### src/rtl/wishbone_master_if_ext_pkg.sv
`default_nettype none
// ============================================================================
// Module   : wishbone_master_if_ext_pkg
// Purpose  : Shared constants for the Wishbone master bus interface.
// Revision : 1.0 - initial release
// ============================================================================
package wishbone_master_if_ext_pkg;

    localparam logic        RstEnable = 1'b1;
    localparam logic        Stop      = 1'b1;
    localparam logic        NoStop    = 1'b0;
    localparam logic [31:0] ZeroWord  = 32'h0000_0000;

    localparam logic [1:0] WB_IDLE           = 2'b00;
    localparam logic [1:0] WB_BUSY           = 2'b01;
    localparam logic [1:0] WB_RETRY_GAP      = 2'b10;
    localparam logic [1:0] WB_WAIT_FOR_STALL = 2'b11;

    localparam logic [1:0] WB_ERR_NONE = 2'b00;
    localparam logic [1:0] WB_ERR_ERR  = 2'b01;
    localparam logic [1:0] WB_ERR_RTY  = 2'b10;
    localparam logic [1:0] WB_ERR_TMO  = 2'b11;

endpackage
`default_nettype wire

### src/rtl/wishbone_master_if_ext_watchdog.sv
`default_nettype none
// ============================================================================
// Module   : wb_watchdog
// Purpose  : Loadable saturating cycle counter; expire flags LIMIT-1 reached.
// Revision : 1.0 - initial release
// ============================================================================
module wb_watchdog #(
    parameter int LIMIT = 256,
    parameter int CNT_W = 9
) (
    input  logic clk,
    input  logic rst,
    input  logic load,
    input  logic en,
    output logic expire
);

    generate
        if (LIMIT == 0) begin : g_disabled
            assign expire = 1'b0;
        end else begin : g_enabled
            logic [CNT_W-1:0] r_count;

            // Saturates rather than wraps so a long stall never re-arms the compare.
            always_ff @(posedge clk) begin
                if (rst || load) begin
                    r_count <= '0;
                end else if (en && (r_count != '1)) begin
                    r_count <= r_count + CNT_W'(1);
                end
            end

            assign expire = (r_count == CNT_W'(LIMIT - 1));
        end
    endgenerate

endmodule
`default_nettype wire

### src/rtl/wishbone_master_if_ext.sv
`default_nettype none
// ============================================================================
// Module   : wishbone_master_if_ext
// Purpose  : Single-outstanding Wishbone B3 classic master with ERR/RTY and
//            timeout handling, bridging one CPU memory port onto the bus.
// Revision : 1.0 - initial release
// ============================================================================
module wishbone_master_if_ext
    import wishbone_master_if_ext_pkg::*;
#(
    parameter int DATA_W      = 32,
    parameter int ADDR_W      = 32,
    parameter int STALL_W     = 6,
    parameter int MAX_RETRY   = 3,
    parameter int TIMEOUT_CYC = 256
) (
    input  logic                clk,
    input  logic                rst,
    input  logic [STALL_W-1:0]  stall_i,
    input  logic                flush_i,
    input  logic                cpu_ce_i,
    input  logic [DATA_W-1:0]   cpu_data_i,
    input  logic [ADDR_W-1:0]   cpu_addr_i,
    input  logic                cpu_we_i,
    input  logic [DATA_W/8-1:0] cpu_sel_i,
    output logic [DATA_W-1:0]   cpu_data_o,
    output logic                stallreq,
    input  logic [DATA_W-1:0]   wishbone_data_i,
    input  logic                wishbone_ack_i,
    input  logic                wishbone_err_i,
    input  logic                wishbone_rty_i,
    output logic [ADDR_W-1:0]   wishbone_addr_o,
    output logic [DATA_W-1:0]   wishbone_data_o,
    output logic                wishbone_we_o,
    output logic [DATA_W/8-1:0] wishbone_sel_o,
    output logic                wishbone_stb_o,
    output logic                wishbone_cyc_o,
    output logic                bus_err_o,
    output logic [1:0]          bus_err_cause_o,
    output logic [ADDR_W-1:0]   bus_err_addr_o
);

    localparam int SEL_W = DATA_W / 8;
    localparam int RTY_W = (MAX_RETRY > 0) ? $clog2(MAX_RETRY + 1) : 1;
    localparam int TMO_W = (TIMEOUT_CYC > 0) ? $clog2(TIMEOUT_CYC + 1) : 1;

    logic [1:0]        r_state;
    logic [1:0]        w_state_nxt;
    logic [ADDR_W-1:0] r_addr;
    logic [ADDR_W-1:0] w_addr_nxt;
    logic [DATA_W-1:0] r_wdata;
    logic [DATA_W-1:0] w_wdata_nxt;
    logic              r_we;
    logic              w_we_nxt;
    logic [SEL_W-1:0]  r_sel;
    logic [SEL_W-1:0]  w_sel_nxt;
    logic              r_stb;
    logic              w_stb_nxt;
    logic              r_cyc;
    logic              w_cyc_nxt;
    logic [DATA_W-1:0] r_read_buf;
    logic [DATA_W-1:0] w_read_buf_nxt;
    logic [RTY_W-1:0]  r_retry_cnt;
    logic [RTY_W-1:0]  w_retry_nxt;
    logic              r_bus_err;
    logic              w_bus_err_nxt;
    logic [1:0]        r_err_cause;
    logic [1:0]        w_err_cause_nxt;
    logic [ADDR_W-1:0] r_err_addr;
    logic [ADDR_W-1:0] w_err_addr_nxt;

    logic              w_abort;
    logic [1:0]        w_abort_cause;
    logic              w_tmo_load;
    logic              w_tmo_inc;
    logic              w_tmo_expire;
    logic [STALL_W-1:0] w_stall_idle;

    assign w_stall_idle = '0;

    wb_watchdog #(
        .LIMIT (TIMEOUT_CYC),
        .CNT_W (TMO_W)
    ) u_watchdog (
        .clk    (clk),
        .rst    (rst),
        .load   (w_tmo_load),
        .en     (w_tmo_inc),
        .expire (w_tmo_expire)
    );

    always_ff @(posedge clk) begin
        if (rst == RstEnable) begin
            r_state     <= WB_IDLE;
            r_addr      <= '0;
            r_wdata     <= '0;
            r_we        <= 1'b0;
            r_sel       <= '0;
            r_stb       <= 1'b0;
            r_cyc       <= 1'b0;
            r_read_buf  <= '0;
            r_retry_cnt <= '0;
            r_bus_err   <= 1'b0;
            r_err_cause <= WB_ERR_NONE;
            r_err_addr  <= '0;
        end else begin
            r_state     <= w_state_nxt;
            r_addr      <= w_addr_nxt;
            r_wdata     <= w_wdata_nxt;
            r_we        <= w_we_nxt;
            r_sel       <= w_sel_nxt;
            r_stb       <= w_stb_nxt;
            r_cyc       <= w_cyc_nxt;
            r_read_buf  <= w_read_buf_nxt;
            r_retry_cnt <= w_retry_nxt;
            r_bus_err   <= w_bus_err_nxt;
            r_err_cause <= w_err_cause_nxt;
            r_err_addr  <= w_err_addr_nxt;
        end
    end

    always_comb begin
        w_state_nxt     = r_state;
        w_addr_nxt      = r_addr;
        w_wdata_nxt     = r_wdata;
        w_we_nxt        = r_we;
        w_sel_nxt       = r_sel;
        w_stb_nxt       = r_stb;
        w_cyc_nxt       = r_cyc;
        w_read_buf_nxt  = r_read_buf;
        w_retry_nxt     = r_retry_cnt;
        w_bus_err_nxt   = 1'b0;
        w_err_cause_nxt = r_err_cause;
        w_err_addr_nxt  = r_err_addr;
        w_abort         = 1'b0;
        w_abort_cause   = WB_ERR_NONE;
        w_tmo_load      = 1'b0;
        w_tmo_inc       = 1'b0;
        stallreq        = 1'b0;
        cpu_data_o      = '0;

        case (r_state)
            WB_IDLE: begin
                if (cpu_ce_i && !flush_i) begin
                    w_addr_nxt  = cpu_addr_i;
                    w_wdata_nxt = cpu_data_i;
                    w_we_nxt    = cpu_we_i;
                    w_sel_nxt   = cpu_sel_i;
                    w_stb_nxt   = 1'b1;
                    w_cyc_nxt   = 1'b1;
                    w_retry_nxt = '0;
                    w_tmo_load  = 1'b1;
                    w_state_nxt = WB_BUSY;
                    stallreq    = 1'b1;
                end
            end

            WB_BUSY: begin
                if (wishbone_ack_i) begin
                    w_addr_nxt  = '0;
                    w_wdata_nxt = '0;
                    w_we_nxt    = 1'b0;
                    w_sel_nxt   = '0;
                    w_stb_nxt   = 1'b0;
                    w_cyc_nxt   = 1'b0;
                    if (!r_we) begin
                        w_read_buf_nxt = wishbone_data_i;
                        cpu_data_o     = wishbone_data_i;
                    end
                    w_state_nxt = (stall_i != w_stall_idle) ? WB_WAIT_FOR_STALL : WB_IDLE;
                end else if (wishbone_err_i) begin
                    w_abort       = 1'b1;
                    w_abort_cause = WB_ERR_ERR;
                end else if (wishbone_rty_i) begin
                    if (r_retry_cnt < RTY_W'(MAX_RETRY)) begin
                        // Address, data and selects stay put for the reissue.
                        w_stb_nxt   = 1'b0;
                        w_cyc_nxt   = 1'b0;
                        w_retry_nxt = r_retry_cnt + RTY_W'(1);
                        w_state_nxt = WB_RETRY_GAP;
                        stallreq    = 1'b1;
                    end else begin
                        w_abort       = 1'b1;
                        w_abort_cause = WB_ERR_RTY;
                    end
                end else if (w_tmo_expire) begin
                    w_abort       = 1'b1;
                    w_abort_cause = WB_ERR_TMO;
                end else if (flush_i) begin
                    w_addr_nxt     = '0;
                    w_wdata_nxt    = '0;
                    w_we_nxt       = 1'b0;
                    w_sel_nxt      = '0;
                    w_stb_nxt      = 1'b0;
                    w_cyc_nxt      = 1'b0;
                    w_read_buf_nxt = '0;
                    w_state_nxt    = WB_IDLE;
                end else begin
                    w_tmo_inc = 1'b1;
                    stallreq  = 1'b1;
                end
            end

            WB_RETRY_GAP: begin
                stallreq = 1'b1;
                if (flush_i) begin
                    w_addr_nxt     = '0;
                    w_wdata_nxt    = '0;
                    w_we_nxt       = 1'b0;
                    w_sel_nxt      = '0;
                    w_read_buf_nxt = '0;
                    w_state_nxt    = WB_IDLE;
                end else begin
                    w_stb_nxt   = 1'b1;
                    w_cyc_nxt   = 1'b1;
                    w_tmo_load  = 1'b1;
                    w_state_nxt = WB_BUSY;
                end
            end

            default: begin
                cpu_data_o = r_read_buf;
                if (stall_i == w_stall_idle) begin
                    w_state_nxt = WB_IDLE;
                end
            end
        endcase

        // Every error-class termination ends like an ack but with zero data and a pulse.
        if (w_abort) begin
            w_addr_nxt      = '0;
            w_wdata_nxt     = '0;
            w_we_nxt        = 1'b0;
            w_sel_nxt       = '0;
            w_stb_nxt       = 1'b0;
            w_cyc_nxt       = 1'b0;
            w_read_buf_nxt  = '0;
            w_bus_err_nxt   = 1'b1;
            w_err_cause_nxt = w_abort_cause;
            w_err_addr_nxt  = r_addr;
            w_state_nxt     = (stall_i != w_stall_idle) ? WB_WAIT_FOR_STALL : WB_IDLE;
        end
    end

    assign wishbone_addr_o = r_addr;
    assign wishbone_data_o = r_wdata;
    assign wishbone_we_o   = r_we;
    assign wishbone_sel_o  = r_sel;
    assign wishbone_stb_o  = r_stb;
    assign wishbone_cyc_o  = r_cyc;
    assign bus_err_o       = r_bus_err;
    assign bus_err_cause_o = r_err_cause;
    assign bus_err_addr_o  = r_err_addr;

endmodule
`default_nettype wire

### config.mk
export PLATFORM = sky130hd
export DESIGN_NAME = wishbone_master_if_ext
export DESIGN_NICKNAME = d
export VERILOG_FILES = /design/src/rtl/wishbone_master_if_ext_pkg.sv /design/src/rtl/wishbone_master_if_ext_watchdog.sv /design/src/rtl/wishbone_master_if_ext.sv
export SDC_FILE = /design/constraint.sdc
export NUM_CORES = 1
export LEC_CHECK = 0
export ABC_AREA = 1
export BUFFER_PORTS_ARGS = -buffer_cell sky130_fd_sc_hd__buf_2
export CORE_MARGIN = 4
export CORE_UTILIZATION = 30
export DETAILED_ROUTE_END_ITERATION = 16
export HOLD_SLACK_MARGIN = 0.1
export PLACE_DENSITY_LB_ADDON = 0.3
export SYNTH_ARGS = -nofsm -noshare
export SYNTH_HDL_FRONTEND = slang
export SYNTH_SLANG_ARGS = --single-unit
### constraint.sdc
create_clock -name clk -period 2 [get_ports clk]
set_input_delay 0.3 -clock clk [delete_from_list [all_inputs] [get_ports clk]]
set_output_delay 0.3 -clock clk [all_outputs]
set_load 0.03 [all_outputs]
# Word-level counts from Yosys, hierarchy flattened
# Index checks and enable logic that the tools add are counted.
# classes
n_mux,91
add_sub_neg,2
magnitude_cmp,1
n_reduce_logical,18
n_eq_ne,22
# ops
op,n
two-way mux 32 bit,20
case mux 32 bit (3 select lines),2
case mux 32 bit (2 select lines),2
two-way mux 2 bit,21
two-way mux 1 bit,33
two-way mux 4 bit,6
inequality test 4 bit (second input constant),4
inequality test 3 bit (second input constant),5
inequality test 5 bit (second input constant),3
inequality test 2 bit (second input constant),6
case mux 4 bit (3 select lines),1
AND reduction 6 bit,2
AND reduction 5 bit,2
adder 9 x 1 -> 9 bit (second input constant),1
== test 9 x 8 -> 1 bit (second input constant),1
inequality test 9 bit (second input constant),1
case mux 1 bit (3 select lines),3
AND reduction 7 bit,1
zero test 6 bit,1
case mux 2 bit (3 select lines),1
nonzero test 6 bit,1
nonzero test 5 bit,1
case mux 2 bit (2 select lines),1
nonzero test 2 bit,2
11 further kinds,13
# totals
out_inout_bits,139
reg_bits,150
inputBits,114
wordCells,146

# Longest topological paths before layout
# Gate-level depths: netlist of the first run.
# logic_depth
ltp_word,8
mapped_depth,16
mapped_depth_nobuf,15

# Cells and area by module
# Synthesis of the first run repeated with hierarchy kept, for this count alone.
# hier_totals
cells_unflattened,1049
hier_area_um2,7091.8
# modules_own_cells
module,n_inst,area_each_um2,cells_each,seq_area_each_um2
wishbone_master_if_ext,1,6592.6,981,2822.7
wb_watchdog,1,499.2,68,180.2

# Least setup slack after synthesis of the first run
# No wires, ideal clock.
# synth_path
path_type,register -> register
start,register u_watchdog.g_enabled.r_count[1]
end,register r_addr[25] (netlist: wishbone_addr_o[25])
path_slack_ns,-0.129
t_required_ns,1.875
path_buffers,2
setup_time_ns,0.125
synth_period_minus_slack_ns,2.129
stages_incl_launch_ff,14
t_arrival_ns,2.005
path_cell_list,dfxtp_1 -> ha_1 -> inv_1 -> nor4_1 -> nand2_1 -> nor2_1 -> ha_1 -> nand2_1 -> nand3_1 -> nand2_1 -> nand2_1 -> buf_2 -> buf_2 -> a21oi_2
# synth_via
elab_chain_len,7
elab_cells_between_ends,9
cone_classes,eq/ne: 2; mux: 5; reduce/logical: 2
# synth_rtl
element,line,rtl
start: declaration,wishbone_master_if_ext_watchdog.sv:22,logic [CNT_W-1:0] r_count;
start signal: assignment,wishbone_master_if_ext_watchdog.sv:29,r_count <= r_count + CNT_W'(1);
== test 9 x 8 -> 1 bit (*),wishbone_master_if_ext_watchdog.sv:33,assign expire = (r_count == CNT_W'(LIMIT - 1));
two-way mux 1 bit,wishbone_master_if_ext.sv:186,end else if (w_tmo_expire) begin
two-way mux 1 bit,wishbone_master_if_ext.sv:174,end else if (wishbone_rty_i) begin
two-way mux 1 bit,wishbone_master_if_ext.sv:171,end else if (wishbone_err_i) begin
two-way mux 1 bit,wishbone_master_if_ext.sv:159,if (wishbone_ack_i) begin
two-way mux 1 bit,wishbone_master_if_ext.sv:142,case (r_state)
OR reduction 2 bit (no source line),--,
end signal: assignment,wishbone_master_if_ext.sv:108,r_addr <= w_addr_nxt;
end: declaration,wishbone_master_if_ext.sv:49,logic [ADDR_W-1:0] r_addr;
# Every way passes the cells marked *; elsewhere a longest branch is shown, timed or not.
# A chain may end at the register's enable or synchronous reset.

# Worst setup path in the final report of the first run
# layout_path
start,register u_watchdog.g_enabled.r_count[1]
end,output port stallreq
# layout_via
elab_chain_len,6
# layout_rtl
element,line,rtl
== test 9 x 8 -> 1 bit,wishbone_master_if_ext_watchdog.sv:33,
two-way mux 1 bit,wishbone_master_if_ext.sv:186,
two-way mux 1 bit,wishbone_master_if_ext.sv:174,
two-way mux 1 bit,wishbone_master_if_ext.sv:171,
two-way mux 1 bit,wishbone_master_if_ext.sv:159,
case mux 1 bit (3 select lines),wishbone_master_if_ext.sv:142,
end: declaration,wishbone_master_if_ext.sv:27,"output logic stallreq,"
# Every way passes these cells.

==> results of run 1 <==
state kept, by name, indices dropped and copies added (netlist names):
register / count
wishbone_we_o: 1
bus_err_addr_o: 32
wishbone_data_o: 32
r_retry_cnt: 2
u_watchdog.g_enabled.r_count: 9
wishbone_addr_o: 32
r_state: 2
wishbone_cyc_o: 1
wishbone_sel_o: 4
r_read_buf: 32
bus_err_o: 1
bus_err_cause_o: 2
through the flow:
step           setup slack, ns  power, W
5_1_grt                 -0.400    0.0189
3_3_place_gp           -0.0575    0.0106
6_report                -0.277    0.0180
2_1_floorplan          -0.0919   0.00840
3_5_place_dp            -0.113    0.0106
4_1_cts                 -0.298    0.0170
cells in the mapped netlist (6+ instances only):
cell                       count
sky130_fd_sc_hd__o21ai_0      41
sky130_fd_sc_hd__nor2_1       26
sky130_fd_sc_hd__buf_1         6
sky130_fd_sc_hd__nand2_2      11
sky130_fd_sc_hd__nand2_1     338
sky130_fd_sc_hd__dfxtp_1     150
sky130_fd_sc_hd__ha_1          9
sky130_fd_sc_hd__clkbuf_1     26
sky130_fd_sc_hd__a21oi_1     103
sky130_fd_sc_hd__buf_2        33
sky130_fd_sc_hd__a22o_1       32
sky130_fd_sc_hd__nand3_1     141
sky130_fd_sc_hd__inv_1        25
sky130_fd_sc_hd__a21oi_2      10
how the worst max path moves through the flow:
stage                                            to                             from  slack [ns]
CTS                                        stallreq  u_watchdog.g_enabled.r_count[1]       -0.30
detailed placement               wishbone_addr_o[4]  u_watchdog.g_enabled.r_count[0]       -0.11
finish                                     stallreq  u_watchdog.g_enabled.r_count[1]       -0.28
floorplan                             cpu_data_o[0]                       r_state[1]       -0.09
global placement    u_watchdog.g_enabled.r_count[5]  u_watchdog.g_enabled.r_count[0]       -0.06
global route                               stallreq  u_watchdog.g_enabled.r_count[1]       -0.40
repair_timing:
item                       in CTS  in global routing
gates cloned                   15                  7
setup endpoints to repair     178                180
hold buffers                    0                  0
pin swaps                      11                 18
buffers inserted               16                 13
gates resized for setup       193                108
cell type report:
class	instances	area, µm²	share of cell area, %
antenna	1	2.50	0.0220
clock buffer	17	425	3.74
clock inverter	15	205	1.80
inverter	32	143	1.25
multi-input combinational	729	4240	37.3
sequential	150	3010	26.5
tap	313	392	3.44
timing repair buffer	347	2950	26.0
logic make-up (layout without fill, tap and decap cells):
kind of cell / count (synthesis) / after routing / synth area share, %
other: 0 / 1 / 0
and+or+nand+nor: 528 / 528 / 32.4
DFF: 150 / 150 / 42.9
AOI/OAI and AO/OA: 190 / 190 / 16.0
xor gates and xnor gates: 2 / 2 / 0.250
buffers and inverters: 105 / 411 / 6.87
adders and majority gates: 9 / 9 / 1.61
per-layer routing:
layer | up-vias | wire, µm
met1 | 3776 | 11800
met5 | - | 0
met4 | 0 | 489
met2 | 295 | 12800
met3 | 34 | 1620
li1 | 3867 | -
worst max-delay path: cells and delay by family (launching register included):
kind / cells / cell delay [ns]
AO/OA/AOI/OAI: 2 / 0.19
adder cells (fa/ha/maj): 2 / 0.35
buffers and inverters: 2 / 0.23
flip-flops: 1 / 0.36
AND/OR/NAND/NOR: 4 / 0.41
where the power goes:
| group | switching (W) | internal [W] | leakage (nW) |
|---|---|---|---|
| Sequential | 0.000455 | 0.00357 | 1.22 |
| Combinational | 0.00592 | 0.00458 | 3.62 |
| Clock | 0.00145 | 0.00202 | 0.308 |
| Total | 0.00782 | 0.0102 | 5.15 |
==> impl_metrics.py, run 1 <==
metrics = {
    "setup_path": {
        "timing.reg2reg.worst_path_depth": 17,
        "cp_cell_sequence": "ha_4 -> inv_4 -> nor4_4 -> nand2_1 -> nor2_2 -> ha_2 -> nand2_2 -> o2111ai_2 -> a31oi_1 -> buf_4",
        "critical_path.startpoint_type": "flip-flop",
        "setup.reg_to_reg.worst_slack_ns": -0.25,
        "timing.critical_path.fanout_max": 2,
        "critical-path-slowest-cell": "sky130_fd_sc_hd__dfxtp_4",
        "reg2reg_to": "wishbone_addr_o[2]",
        "data_required_time_of_the_critical_path_ns": 1.70,
        "crit_path_max_incr_delay_ns": 0.36,
        "origin_of_the_critical_flop_to_flop_path": "u_watchdog.g_enabled.r_count[1]",
        "cp_data_arrival_time_ns": 1.98,
        "critPathKind": "flip-flop to output port",
        "cp_capture_type": "output port",
    },
    "drt": {
        "num_vias": 7972,
        "route.detailed.vias_per_inst": 4.97,
        "route.final.wire_length_um": 26700,
        "drt_wl_cell_um": 16.7,
        "detail_route.iter0.violations": 545,
        "drc": 0,
        "detail_route.first_pass.iterations": 5,
        "ant_nets": 0,
    },
    "global_routing": {
        "met3_grt_util_pct": 4.46,
        "grt_pass1_wl_um": 39500,
        "grt_remaining_overflow": 0,
        "number_of_global_route_vias_before_repair": 7250,
        "gr-usage-met2_pct": 30.5,
        "antenna_found_initial": 1,
        "busiest_layer": "met2",
        "grt_start_max_net_pins": 65,
        "groute.layer.met1.usage_pct": 24.9,
        "gr-usage-all-layers_pct": 18.8,
    },
    "floorplanning": {
        "placementRows": 55,
        "die_width_um": 161,
        "placeableCoreArea_mm2": 0.0228,
        "die_area_mm2": 0.0258,
        "top_level_ports": 253,
        "die-height_um": 161,
        "initial_utilization_pct": 30.7,
    },
    "clock_network": {
        "clk-insertion-delay-late_ns": 0.42,
        "tritoncts": "done",
        "cts_max_level": 4,
        "clkSinkCount": 150,
        "worst_setup_hold_path_clk_slew_ns": 0.07,
        "ctsRootBufferMaster": "sky130_fd_sc_hd__clkbuf_16",
        "cts_inserted_buffers": 17,
        "clock_tree.buffer_depth": 2,
    },
    "finish": {
        "final_cells": 1604,
        "mostFrequentLayoutCells": "311 x sky130_fd_sc_hd__nand2_1, 219 x sky130_fd_sc_hd__buf_2, 145 x sky130_fd_sc_hd__dfxtp_1, 115 x sky130_fd_sc_hd__nand3_1, 70 x sky130_fd_sc_hd__a21oi_1",
        "fillerInstances": 2157,
        "final_cell_area_mm2": 0.0114,
        "final_common_cell": "sky130_fd_sc_hd__nand2_1",
        "layout-drive-gt1-share_pct": 42.8,
        "postLayoutCoreUtil_pct": 49.9,
        "area_growth_pct": 62.5,
        "fin_nets": 1400,
    },
    "run_status": {
        "violations": "setup timing",
        "run_status": "complete, but fails checks",
    },
    "timing": {
        "fin_ws_ns": -0.277,
        "worstMarginPinSlew_ns": 0.664,
        "timing.clock.skew_ns": 0.00755,
        "grt_setup_unrepaired": "true",
        "timing_max_transition_violations_final": 0,
        "holdWs_ns": 0.135,
        "hold_viol": 0,
        "post-route-period-util_pct": 114,
        "timing.final.crit_period_ns": 2.28,
        "setup-tns-final_ns": -25.39,
        "max_freq_mhz": 439,
        "number_of_failing_setup_endpoints_in_the_final_timing_report": 173,
        "max-slew-margin-rel_pct": 55.7,
    },
    "worst_hold_path": {
        "hold_end": "wishbone_data_o[0]",
        "min_from": "cpu_data_i[0]",
        "hold_path_depth": 3,
        "hp-class": "input port to flip-flop",
    },
    "placement": {
        "place_congestion": 0.828,
        "hpwlAfterDp_um": 15600,
        "placement.cell_area_mm2": 0.00889,
        "port_buffers": 252,
        "post-place-cells": 1523,
    },
    "yosys": {
        "post-synth-top-area-cell": "sky130_fd_sc_hd__dfxtp_1",
        "synth-warning-count": 0,
        "ffs_w_async_s_r_synth_pct": 0,
        "syn_inst": 984,
        "synth_seq_area_share_pct": 42.9,
        "synth.top_cells.by_area": "sky130_fd_sc_hd__dfxtp_1 43%, sky130_fd_sc_hd__nand2_1 18%, sky130_fd_sc_hd__nand3_1 10%",
        "synth_area_mm2": 0.00700,
        "synth_seq_cells": 150,
        "syn_nets": 1107,
        "postSynth.topFlopCell": "sky130_fd_sc_hd__dfxtp_1",
        "post-synth-top-area-fraction_pct": 42.9,
        "syn_area_per_cell_um2": 7.11,
        "synth_enable_flop_cells": 0,
        "synthDistinctLibCells": 33,
    },
    "power_and_ir_drop": {
        "vdd.ir_drop.worst_mv": 0.883,
        "static-leakage-power_nw": 5.15,
        "power_per_cell_area_mw_per_mm2": 1580,
    },
    "run": {
        "cap_violations": 0,
    },
}
Power figures use the tool's default switching activity.
==> inputs of run 2 (changes only) <==
--- a/config.mk
+++ b/config.mk
@@ -8,7 +8,7 @@
 export ABC_AREA = 1
 export BUFFER_PORTS_ARGS = -buffer_cell sky130_fd_sc_hd__buf_2
 export CORE_MARGIN = 4
-export CORE_UTILIZATION = 30
+export CORE_UTILIZATION = 45
 export DETAILED_ROUTE_END_ITERATION = 16
 export HOLD_SLACK_MARGIN = 0.1
 export PLACE_DENSITY_LB_ADDON = 0.3
==> impl_metrics.py, run 2 (synthesis gave the netlist of run 1 again) <==
metrics = {
    "setup_path": {
        "setup.reg_to_reg.worst_slack_ns": -0.28,
        "crit_buf_inv": 2,
        "cp_top_family": "simple AND/OR/NAND/NOR gates",
        "critical-path-slowest-cell": "sky130_fd_sc_hd__dfxtp_2",
        "timing.reg2reg.worst_path_depth": 17,
        "critical_path.startpoint_type": "flip-flop",
        "critical_path_cell_count": 10,
        "origin_of_the_critical_flop_to_flop_path": "u_watchdog.g_enabled.r_count[1]",
        "reg2reg_to": "wishbone_addr_o[9]",
        "data_required_time_of_the_critical_path_ns": 1.70,
        "critPathKind": "flip-flop to output port",
        "crit_path_max_incr_delay_ns": 0.35,
        "timing.critical_path.fanout_max": 2,
        "cp_data_arrival_time_ns": 2.02,
        "cp_capture_type": "output port",
        "cp_cell_sequence": "ha_4 -> inv_2 -> nor4_4 -> nand2_1 -> nor2_2 -> ha_2 -> nand2_2 -> o2111ai_2 -> a31oi_1 -> buf_4",
    },
    "global_routing": {
        "grt_pass1_wl_um": 41000,
        "antenna_found_initial": 1,
        "grt_start_max_net_pins": 65,
        "number_of_global_route_vias_before_repair": 7995,
        "grt_remaining_overflow": 0,
        "gr-usage-all-layers_pct": 28.8,
    },
    "worst_hold_path": {
        "hold_end": "wishbone_data_o[5]",
        "min_from": "cpu_data_i[5]",
        "hp-class": "input port to flip-flop",
        "hold_path_depth": 3,
    },
    "power_and_ir_drop": {
        "static-leakage-power_nw": 5.44,
        "power_per_cell_area_mw_per_mm2": 1550,
        "vdd.ir_drop.worst_mv": 0.881,
    },
    "run_status": {
        "run_status": "complete, but fails checks",
        "violations": "setup timing",
    },
    "finish": {
        "area_growth_pct": 67.7,
        "layout-drive-gt1-share_pct": 47.5,
        "multi_input_comb_area_mm2": 0.00459,
        "mostFrequentLayoutCells": "264 x sky130_fd_sc_hd__nand2_1, 219 x sky130_fd_sc_hd__buf_2, 142 x sky130_fd_sc_hd__dfxtp_1, 139 x sky130_fd_sc_hd__nand3_1, 74 x sky130_fd_sc_hd__a21oi_2",
        "final_common_cell": "sky130_fd_sc_hd__nand2_1",
        "final_cells": 1488,
        "register_area_mm2": 0.00301,
        "fin_nets": 1409,
        "fillerInstances": 983,
        "final_cell_area_mm2": 0.0117,
    },
    "placement": {
        "post-place-cells": 1393,
        "hpwlAfterDp_um": 14100,
        "port_buffers": 252,
        "placement.cell_area_mm2": 0.00868,
        "place_congestion": 0.890,
    },
    "timing": {
        "worstMarginPinSlew_ns": 0.640,
        "grt_setup_unrepaired": "true",
        "timing_max_transition_violations_final": 0,
        "timing.final.crit_period_ns": 2.32,
        "number_of_failing_setup_endpoints_in_the_final_timing_report": 173,
        "fin_ws_ns": -0.324,
        "max-slew-margin-rel_pct": 57.3,
        "hold_viol": 0,
        "timing.clock.skew_ns": 0.0110,
        "setup-tns-final_ns": -30.71,
        "post-route-period-util_pct": 116,
        "max_freq_mhz": 430,
    },
    "drt": {
        "detail_route.iter0.violations": 848,
        "route.final.wire_length_um": 29100,
        "drc": 0,
        "num_vias": 8578,
        "ant_nets": 0,
        "drt_wl_cell_um": 19.6,
        "route.detailed.vias_per_inst": 5.76,
        "detail_route.first_pass.iterations": 5,
    },
    "clock_network": {
        "clk-insertion-delay-late_ns": 0.43,
        "clkSinkCount": 150,
        "tritoncts": "done",
        "clock_tree.buffer_depth": 2,
        "cts_hold_buffers": 0,
        "ctsRootBufferMaster": "sky130_fd_sc_hd__clkbuf_16",
        "cts_inserted_buffers": 17,
        "worst_setup_hold_path_clk_slew_ns": 0.07,
        "cts_max_level": 4,
    },
    "floorplanning": {
        "top_level_ports": 253,
        "placeableCoreArea_mm2": 0.0152,
        "initial_utilization_pct": 46.0,
        "die_area_mm2": 0.0176,
        "placementRows": 45,
        "die-height_um": 133,
        "die_width_um": 133,
    },
    "run": {
        "cap_violations": 0,
    },
}
[run 2: changes by cell type in the layout (fill, tap and decap cells not counted), sizes merged]
cell	previous run	this run
clkinv	3	4
bufbuf	2	0
buf	340	350
clkbuf	22	24
bufinv	3	1
[run 2: final cells by class]
cell class	instances	area share, %
Multi-Input combinational cell	729	39.1
Clock inverter	14	1.32
Sequential cell	150	25.7
Timing Repair Buffer	356	27.0
Clock buffer	18	3.66
Tap cell	188	2.00
Antenna cell	1	0.0213
Inverter	32	1.28
[run 2: layer usage]
layer	routed length, µm	global-route usage [%]	vias up	part of all wire [%]
li1	-	-	3916	-
met1	11000	35.8	4036	38
met2	14300	49.0	506	49
met3	2390	4.98	120	8.2
met4	1360	12.5	0	4.7
met5	0	0	-	0
[run 2: report_power, final]
group | switching (W) | internal, W | total [W]
sequential | 0.000578 | 0.00357 | 0.00415
clock | 0.00146 | 0.00178 | 0.00324
combinational | 0.00638 | 0.00444 | 0.0108
total | 0.00842 | 0.00979 | 0.0182
[run 2: how the worst max path moves through the flow]
stage | from | endpoint | slack, ns
after global routing | u_watchdog.g_enabled.r_count[1] | stallreq | -0.43
after detailed placement | u_watchdog.g_enabled.r_count[0] | wishbone_addr_o[19] | -0.13
after floorplan | r_state[1] | cpu_data_o[0] | -0.09
after CTS | u_watchdog.g_enabled.r_count[1] | stallreq | -0.29
after global placement | u_watchdog.g_enabled.r_count[0] | wishbone_addr_o[15] | -0.08
final | u_watchdog.g_enabled.r_count[1] | stallreq | -0.32
[run 2: worst register-to-register path, delay by kind of cell (launching register included)]
| family | cells | cell delay [ns] |
|---|---|---|
| fa+ha+maj | 2 | 0.37 |
| buf+inv | 6 | 0.61 |
| compound gates | 1 | 0.16 |
| flops | 1 | 0.35 |
| simple gates | 8 | 0.73 |
[run 2: per-stage QoR]
stage	total power [W]	util (%)	worst slack (ns)	hold WS, ns
global route	0.0189	77.2	-0.431	0.119
detailed placement	0.0104	57.1	-0.132	0.438
floorplan	0.00840	-	-0.0919	0.441
CTS	0.0164	71.0	-0.289	0.117
finish	0.0182	77.2	-0.324	0.122
global placement	0.0103	57.1	-0.0786	0.440
[run 2: repair_timing]
action | CTS | global route
gates resized for setup | 227 | 216
endpoints found under the hold margin | 0 | 0
buffers inserted | 28 | 12
setup endpoints to repair | 179 | 181
pin swaps | 12 | 46
gates cloned | 24 | 7
==> inputs of run 3 (changes only) <==
--- a/config.mk
+++ b/config.mk
@@ -12,6 +12,8 @@
 export DETAILED_ROUTE_END_ITERATION = 16
 export HOLD_SLACK_MARGIN = 0.1
 export PLACE_DENSITY_LB_ADDON = 0.3
+export SETUP_SLACK_MARGIN = 0.5
+export SLEW_MARGIN = 20
 export SYNTH_ARGS = -nofsm -noshare
 export SYNTH_HDL_FRONTEND = slang
 export SYNTH_SLANG_ARGS = --single-unit
==> impl_metrics.py, run 3 (synthesis gave the netlist of run 1 again) <==
metrics = {
    "finish": {
        "final_cells": 1499,
        "final_cell_area_mm2": 0.0116,
        "final_common_cell": "sky130_fd_sc_hd__nand2_1",
        "fin_nets": 1420,
        "area_growth_pct": 65.7,
        "mostFrequentLayoutCells": "321 x sky130_fd_sc_hd__nand2_1, 219 x sky130_fd_sc_hd__buf_2, 142 x sky130_fd_sc_hd__dfxtp_1, 139 x sky130_fd_sc_hd__nand3_1, 86 x sky130_fd_sc_hd__a21oi_1",
        "layout-drive-gt1-share_pct": 40.2,
    },
    "timing": {
        "timing.final.crit_period_ns": 2.47,
        "timing.clock.skew_ns": 0.0110,
        "post-route-period-util_pct": 124,
        "max_freq_mhz": 404,
        "setup-tns-final_ns": -57.06,
        "max-slew-margin-rel_pct": 56.6,
        "worstMarginPinSlew_ns": 0.652,
        "hold_viol": 0,
        "grt_setup_unrepaired": "true",
        "timing_max_transition_violations_final": 0,
        "number_of_failing_setup_endpoints_in_the_final_timing_report": 181,
        "fin_ws_ns": -0.473,
    },
    "setup_path": {
        "data_required_time_of_the_critical_path_ns": 1.70,
        "cp_cell_sequence": "ha_4 -> inv_2 -> nor4_4 -> nand2_1 -> nor2_2 -> ha_2 -> nand2_2 -> buf_6 -> o2111ai_4 -> a31oi_4 -> buf_6",
        "critical-path-slowest-cell": "sky130_fd_sc_hd__dfxtp_2",
        "critical_path.startpoint_type": "flip-flop",
        "critPathKind": "flip-flop to output port",
        "crit_path_max_incr_delay_ns": 0.35,
        "timing.critical_path.fanout_max": 2,
        "cp_data_arrival_time_ns": 2.17,
        "worst_path_most_repeated_cell": "sky130_fd_sc_hd__buf_6",
        "cp_capture_type": "output port",
    },
    "floorplanning": {
        "placeableCoreArea_mm2": 0.0152,
        "top_level_ports": 253,
        "die_width_um": 133,
        "placementRows": 45,
        "die_area_mm2": 0.0176,
        "die-height_um": 133,
        "initial_utilization_pct": 46.0,
    },
    "placement": {
        "placement.cell_area_mm2": 0.00907,
        "port_buffers": 252,
        "post-place-cells": 1391,
        "hpwlAfterDp_um": 14400,
        "pre_cts_ws_ns": -0.143,
        "place_congestion": 0.870,
    },
    "global_routing": {
        "gr-usage-all-layers_pct": 28.8,
        "grt_pass1_wl_um": 41100,
        "grt_remaining_overflow": 0,
        "number_of_global_route_vias_before_repair": 7793,
        "antenna_found_initial": 1,
        "grt_start_max_net_pins": 70,
    },
    "power_and_ir_drop": {
        "power_per_cell_area_mw_per_mm2": 1510,
        "p_total_w": 0.0175,
        "vdd.ir_drop.worst_mv": 0.968,
        "static-leakage-power_nw": 5.36,
    },
    "drt": {
        "drt_wl_cell_um": 17.9,
        "num_vias": 8318,
        "detail_route.first_pass.iterations": 7,
        "route.final.wire_length_um": 26900,
        "route.detailed.vias_per_inst": 5.55,
        "ant_nets": 0,
        "detail_route.iter0.violations": 730,
        "drc": 0,
    },
    "clock_network": {
        "tritoncts": "done",
        "cts_inserted_buffers": 17,
        "clock_tree.buffer_depth": 2,
        "cts_hold_buffers": 0,
        "cts_max_level": 4,
        "ctsRootBufferMaster": "sky130_fd_sc_hd__clkbuf_16",
        "clk-insertion-delay-late_ns": 0.43,
        "clkSinkCount": 150,
        "worst_setup_hold_path_clk_slew_ns": 0.07,
    },
    "run_status": {
        "run_status": "complete, but fails checks",
        "violations": "setup timing",
    },
    "worst_hold_path": {
        "hp-class": "input port to flip-flop",
    },
    "run": {
        "cap_violations": 0,
    },
}
[run 3: cell type report]
cell class	count	area (µm²)
Inverter	32	156
Clock inverter	15	214
Clock buffer	17	425
Fill cell	1010	3610
Multi-Input combinational cell	729	4140
Sequential cell	150	3020
Tap cell	188	235
Timing Repair inverter	1	6.26
Timing Repair Buffer	366	3400
Antenna cell	1	2.50
[run 3: power breakdown]
part | internal, W | total [W] | switching, W
clock | 0.00203 | 0.00348 | 0.00145
sequential | 0.00358 | 0.00404 | 0.000461
combinational | 0.00435 | 0.00997 | 0.00562
total | 0.00995 | 0.0175 | 0.00753
[run 3: timing repair]
action,in CTS,in global routing
pin swaps,16,6
endpoints found under the setup margin,183,183
gates cloned,27,3
gates resized for setup,159,28
setup buffers,40,5
[run 3: critical path, delay by kind of cell (launching register included)]
| kind | cells | cell delay [ns] |
|---|---|---|
| compound gates | 2 | 0.18 |
| flops | 1 | 0.35 |
| simple gates | 4 | 0.53 |
| buf+inv | 3 | 0.31 |
| fa+ha+maj | 2 | 0.36 |
[run 3: routing by layer]
layer  wire (µm)  GRT usage (%)  up-vias
li1            -              -     3925
met4        1090           12.7        0
met1       11100           37.6     3891
met5           0              0        -
met2       12800           46.3      416
met3        1880           5.74       86
[run 3: worst paths after layout]
kind | endpoint | startpoint | slack (ns) | depth (start not counted)
worst max register to register | r_read_buf[5] | u_watchdog.g_enabled.r_count[1] | -0.46 | 18
worst min register to register | wishbone_data_o[21] | wishbone_data_o[21] | 0.46 | 2
worst max-delay path | stallreq | u_watchdog.g_enabled.r_count[1] | -0.47 | 11
worst min-delay path | wishbone_data_o[25] | cpu_data_i[25] | 0.13 | 3
[run 3: through the flow]
stage	utilization, %	hold WS [ns]
detailed placement	59.7	0.448
CTS	75.0	0.117
finish	76.3	0.130
global placement	59.7	0.435
floorplan	-	0.441
global route	76.3	0.125
